### config.mk
export PLATFORM = sky130hd
export DESIGN_NAME = mat_add_sub_seq
export DESIGN_NICKNAME = d
export VERILOG_FILES = /design/src/rtl/mat_add_sub_seq.sv
export SDC_FILE = /design/constraint.sdc
export NUM_CORES = 2
export LEC_CHECK = 0
export ABC_AREA = 1
export BUFFER_PORTS_ARGS = -buffer_cell sky130_fd_sc_hd__buf_4
export CAP_MARGIN = 30
export CORE_MARGIN = 2
export CORE_UTILIZATION = 41
export DETAILED_ROUTE_END_ITERATION = 16
export SLEW_MARGIN = 20
export SYNTH_ARGS = -nofsm -noshare
export SYNTH_HDL_FRONTEND = slang
export SYNTH_SLANG_ARGS = --single-unit
export TNS_END_PERCENT = 100
### constraint.sdc
create_clock -name clk -period 23.6 [get_ports clk]
set_clock_uncertainty 0.2 [all_clocks]
set_input_delay 3.54 -clock clk [delete_from_list [all_inputs] [get_ports clk]]
set_output_delay 3.54 -clock clk [all_outputs]
set_load 0.03 [all_outputs]
### src/rtl/mat_add_sub_seq.sv
// Sequential square-matrix add/subtract engine, one row of DIM elements per clock.
// Build option: define MAT_SATURATE_EN to clamp overflowing elements instead of wrapping.
module mat_add_sub_seq #(
    parameter int unsigned ELEM_W = 16,
    parameter int unsigned DIM    = 4
) (
    input  logic                       clk,
    input  logic                       reset,
    input  logic                       start,
    input  logic [1:0]                 op,
    input  logic [DIM*DIM*ELEM_W-1:0]  m1,
    input  logic [DIM*DIM*ELEM_W-1:0]  m2,
    output logic [DIM*DIM*ELEM_W-1:0]  m_out,
    output logic                       busy,
    output logic                       done,
    output logic                       overflow
);

    localparam int unsigned ROW_BITS = DIM * ELEM_W;
    localparam int unsigned MAT_BITS = DIM * ROW_BITS;
    localparam int unsigned ROW_W    = $clog2(DIM);

    typedef enum logic [1:0] {IDLE, RUN, DONE} state_t;

    state_t              state;
    state_t              state_next;
    logic [MAT_BITS-1:0] m1_q;
    logic [MAT_BITS-1:0] m2_q;
    logic [1:0]          op_q;
    logic [ROW_W-1:0]    row_q;
    logic                last_row;

    logic [ROW_BITS-1:0] row_res;
    logic                row_ovf;
    logic [ELEM_W-1:0]   elem_a;
    logic [ELEM_W-1:0]   elem_b;
    logic [ELEM_W:0]     wide;
    logic                elem_ovf;

    assign last_row = (row_q == ROW_W'(DIM - 1));

    // State register
    always_ff @(posedge clk or posedge reset) begin
        if (reset) begin
            state <= IDLE;
        end else begin
            state <= state_next;
        end
    end

    // Next-state logic
    always_comb begin
        state_next = state;
        case (state)
            IDLE:    if (start) state_next = RUN;
            RUN:     if (last_row) state_next = DONE;
            DONE:    state_next = IDLE;
            default: state_next = IDLE;
        endcase
    end

    // One row of results; the sum is formed one bit wider so sign overflow is visible
    always_comb begin
        row_res  = '0;
        row_ovf  = 1'b0;
        elem_a   = '0;
        elem_b   = '0;
        wide     = '0;
        elem_ovf = 1'b0;
        for (int c = 0; c < int'(DIM); c++) begin
            elem_a = m1_q[(int'(row_q) * int'(DIM) + c) * int'(ELEM_W) +: ELEM_W];
            elem_b = m2_q[(int'(row_q) * int'(DIM) + c) * int'(ELEM_W) +: ELEM_W];
            case (op_q)
                2'b00:   wide = {elem_a[ELEM_W-1], elem_a} + {elem_b[ELEM_W-1], elem_b};
                2'b01:   wide = {elem_a[ELEM_W-1], elem_a} - {elem_b[ELEM_W-1], elem_b};
                2'b10:   wide = {elem_b[ELEM_W-1], elem_b} - {elem_a[ELEM_W-1], elem_a};
                default: wide = {elem_a[ELEM_W-1], elem_a};
            endcase
            elem_ovf = wide[ELEM_W] ^ wide[ELEM_W-1];
`ifdef MAT_SATURATE_EN
            if (elem_ovf) begin
                row_res[c*int'(ELEM_W) +: ELEM_W] = wide[ELEM_W] ? {1'b1, {(ELEM_W-1){1'b0}}}
                                                                 : {1'b0, {(ELEM_W-1){1'b1}}};
            end else begin
                row_res[c*int'(ELEM_W) +: ELEM_W] = wide[ELEM_W-1:0];
            end
`else
            row_res[c*int'(ELEM_W) +: ELEM_W] = wide[ELEM_W-1:0];
`endif
            row_ovf = row_ovf | elem_ovf;
        end
    end

    // Operand capture, row writeback and status outputs
    always_ff @(posedge clk or posedge reset) begin
        if (reset) begin
            m1_q     <= '0;
            m2_q     <= '0;
            op_q     <= '0;
            row_q    <= '0;
            m_out    <= '0;
            busy     <= 1'b0;
            done     <= 1'b0;
            overflow <= 1'b0;
        end else begin
            busy <= (state_next != IDLE);
            done <= (state == DONE);
            case (state)
                IDLE: begin
                    if (start) begin
                        m1_q     <= m1;
                        m2_q     <= m2;
                        op_q     <= op;
                        row_q    <= '0;
                        overflow <= 1'b0;
                    end
                end
                RUN: begin
                    m_out[int'(row_q) * int'(ROW_BITS) +: ROW_BITS] <= row_res;
                    overflow <= overflow | row_ovf;
                    if (!last_row) begin
                        row_q <= row_q + ROW_W'(1);
                    end
                end
                default: ;
            endcase
        end
    end

endmodule

==> impl_metrics.ini <==
[min_path]
hp-start = state[0]$_DFF_PP0_
hold_path.class = reg -> reg
whs_path_depth = 1
min_to = done$_DFF_PP0_

[route]
drtIter0Drc = 2721
drt_drc_violations_left = 0
wl_per_cell_um = 22.5
vias = 36400
finalWirelength_um = 156000
antenna_left = 0
viasPerCell = 5.27
first_pass_iters = 7

[critical_path]
crit_path_max_fanout = 66
r2r-start = row_q[0]$_DFFE_PP0P_
rr_worst_depth = 22
reg2reg_slack_ps = 16810
crit_path_end_kind = register
worstSetupPathType = reg -> reg
required_ps = 23950
arrival_ps = 7150
worst_setup_path_start_kind = register
reg2reg_to = m_out[92]$_DFFE_PP0P_

[yosys]
ys_warn_count = 0
ys_seq_area_share_pct = 46.4
yosysUniqueCellTypes = 52
synth_top_area_share_pct = 46.4
syn_avg_cell_area_um2 = 8.82
synth_seq_cells = 777
synth_edf_count = 0
synth-main-ff-cell = dfrtp_1
ys_top_cells_by_area = dfrtp_1, mux2_2, nand2_1, inv_1, ha_1
synthArstFlopShare_pct = 100
synth.net_count = 5421
synth.cell_area_mm2 = 0.0419
synthCells = 4758
synth_top_cell_by_area = dfrtp_1

[floorplan]
fp.dieH_um = 324
pin_count = 776
start_util_pct = 41.3
die_x_um = 324
rows = 117
die_area_mm2 = 0.105
core_area_mm2 = 0.102

[timing]
slew_viol_final = 0
tightest_slew_ps = 1040
period_share_pct = 28.8
rsz0062_at_grt = false
fin_setup_tns_ps = 0
max_slew_margin_pct = 30.5
min_period_ps = 6790
final_hold_viol_count = 0
max_freq_mhz = 147
setup_violations = 0

[cells_and_area]
drive_above_1_share_pct = 26.5
nets = 6101
most-common-layout-cells = nand2_1, buf_4, dfrtp_1
postLayoutCoreUtil_pct = 51.5
area_growth_pct = 24.6
layout_commonest_cell = nand2_1

[clock_network]
cts.repair.resized = 0
clk_latency_ps = 670
clock_path_buffers = 3
cts.sinks = 777
cts_tree = built
cts_root_buf = clkbuf_16
cts_hold_buf = 0
clk_pin_slew_worst_paths_ps = 60
cts_setup_buffers = 0
numCtsBuffers = 88
htreeDepth = 3

[place]
portBuffers = 775
place.gp.congestion = 0.923
dp_hpwl_um = 118000

[global_route]
grt_max_degree = 223
grt_pass1_vias = 35200
antenna_found_initial = 50
grtUsageTotal_pct = 29.1
grt_pass1_wl_um = 226000
grt_overflow_total = 0

[outcome]
outcome = complete, no violations

[run]
maxCapViolCount = 0
cells in the mapped netlist (5+ instances only):
cell and instances:
nand2_1 1119, dfrtp_1 777, inv_1 475, mux2_2 446
nor2_1 319, a21oi_1 279, o21ai_0 262, nand3_1 241
clkbuf_1 184, ha_1 138, xor2_1 85, a32oi_1 63
a22o_1 58, buf_1 28, buf_2 27, nor3_1 25
xnor2_1 25, o21bai_1 20, o22ai_1 19, a31oi_1 15
nand4_1 14, o211ai_1 14, o21ai_1 14, o31ai_1 13
a211oi_1 12, a21boi_0 12, inv_2 9, a221oi_1 8
fa_1 8, or2_2 7, a21o_1 5
worst max path at each step:
stage | to | slack, ps | startpoint
2_1_floorplan | busy$_DFF_PP0_ | 9200 | reset
4_1_cts | m_out[7]$_DFFE_PP0P_ | 16490 | reset
3_5_place_dp | m2_q[128]$_DFFE_PP0P_ | 15760 | reset
6_report | m_out[92]$_DFFE_PP0P_ | 16810 | row_q[0]$_DFFE_PP0P_
3_3_place_gp | m2_q[128]$_DFFE_PP0P_ | 15790 | reset
5_1_grt | m_out[107]$_DFFE_PP0P_ | 16250 | row_q[0]$_DFFE_PP0P_
metrics by stage:
step | hold WS (ps) | cell area [um^2] | std cells | setup slack (ps)
detailed placement | 231 | 49000 | 6708 | 15760
global placement | 223 | 49000 | 6705 | 15790
CTS | 239 | 52000 | 6867 | 16490
global route | 271 | 52300 | 6897 | 16250
finish | 242 | 52300 | 6907 | 16810
floorplan | 201 | 42000 | 4758 | 9200
sequential cells by signal (all words and copies together) (netlist names):
name and count:
state 2, m2_q 256, m_out 256, m1_q 256
busy 1, row_q 2, overflow 1, done 1
op_q 2
layout make-up:
type | instances | area [um^2]
fill | 9801 | 49300
sequential | 777 | 19500
antenna | 32 | 80.1
inverter | 485 | 1840
timing repair buffer | 835 | 6450
clock inverter | 27 | 362
clock buffer | 132 | 2640
multi-input combinational | 3251 | 19700
tap | 1368 | 1710
critical path: stages, from the launching register on:
cell	delay [ps]
dfrtp_4	680
inv_8	500
buf_4	600
buf_4	630
nand2_1	100
nand3_1	110
nand2_1	190
inv_1	150
nor3_2	50
inv_1	90
nand2_1	70
xor2_1	170
ha_1	360
a21oi_1	160
nand2_1	100
a21boi_0	490
o21ai_0	320
a21oi_1	270
o21ai_0	130
xnor2_1	150
a21oi_1	710
nand3_1	180
o21ai_0	200
kinds of logic (layout without fill, tap and decap cells):
kind of cell	after synthesis	in the layout	share of synthesized area [%]
AO/OA/AOI/OAI	809	809	11.5
adder cells (fa/ha/maj)	146	146	4.50
other	0	32	0
multiplexers	446	446	12.0
flip-flops	777	777	46.4
AND/OR/NAND/NOR	1740	1740	16.6
XOR/XNOR	110	110	2.30
buffers and inverters	730	1479	6.69
per-layer routing:
| metal | vias to the layer above | share of wire, % | global-route usage, % |
|---|---|---|---|
| met1 | 17600 | 44 | 39.2 |
| met5 | - | 0.17 | 0.833 |
| met2 | 1281 | 42 | 42.2 |
| met4 | 40 | 3.9 | 11.9 |
| met3 | 281 | 9.7 | 10.5 |
| li1 | 17200 | - | - |
Power is left out: the tool's default activity adds up to more than one toggle a clock period on the data nets, which glitch-free logic cannot reach.
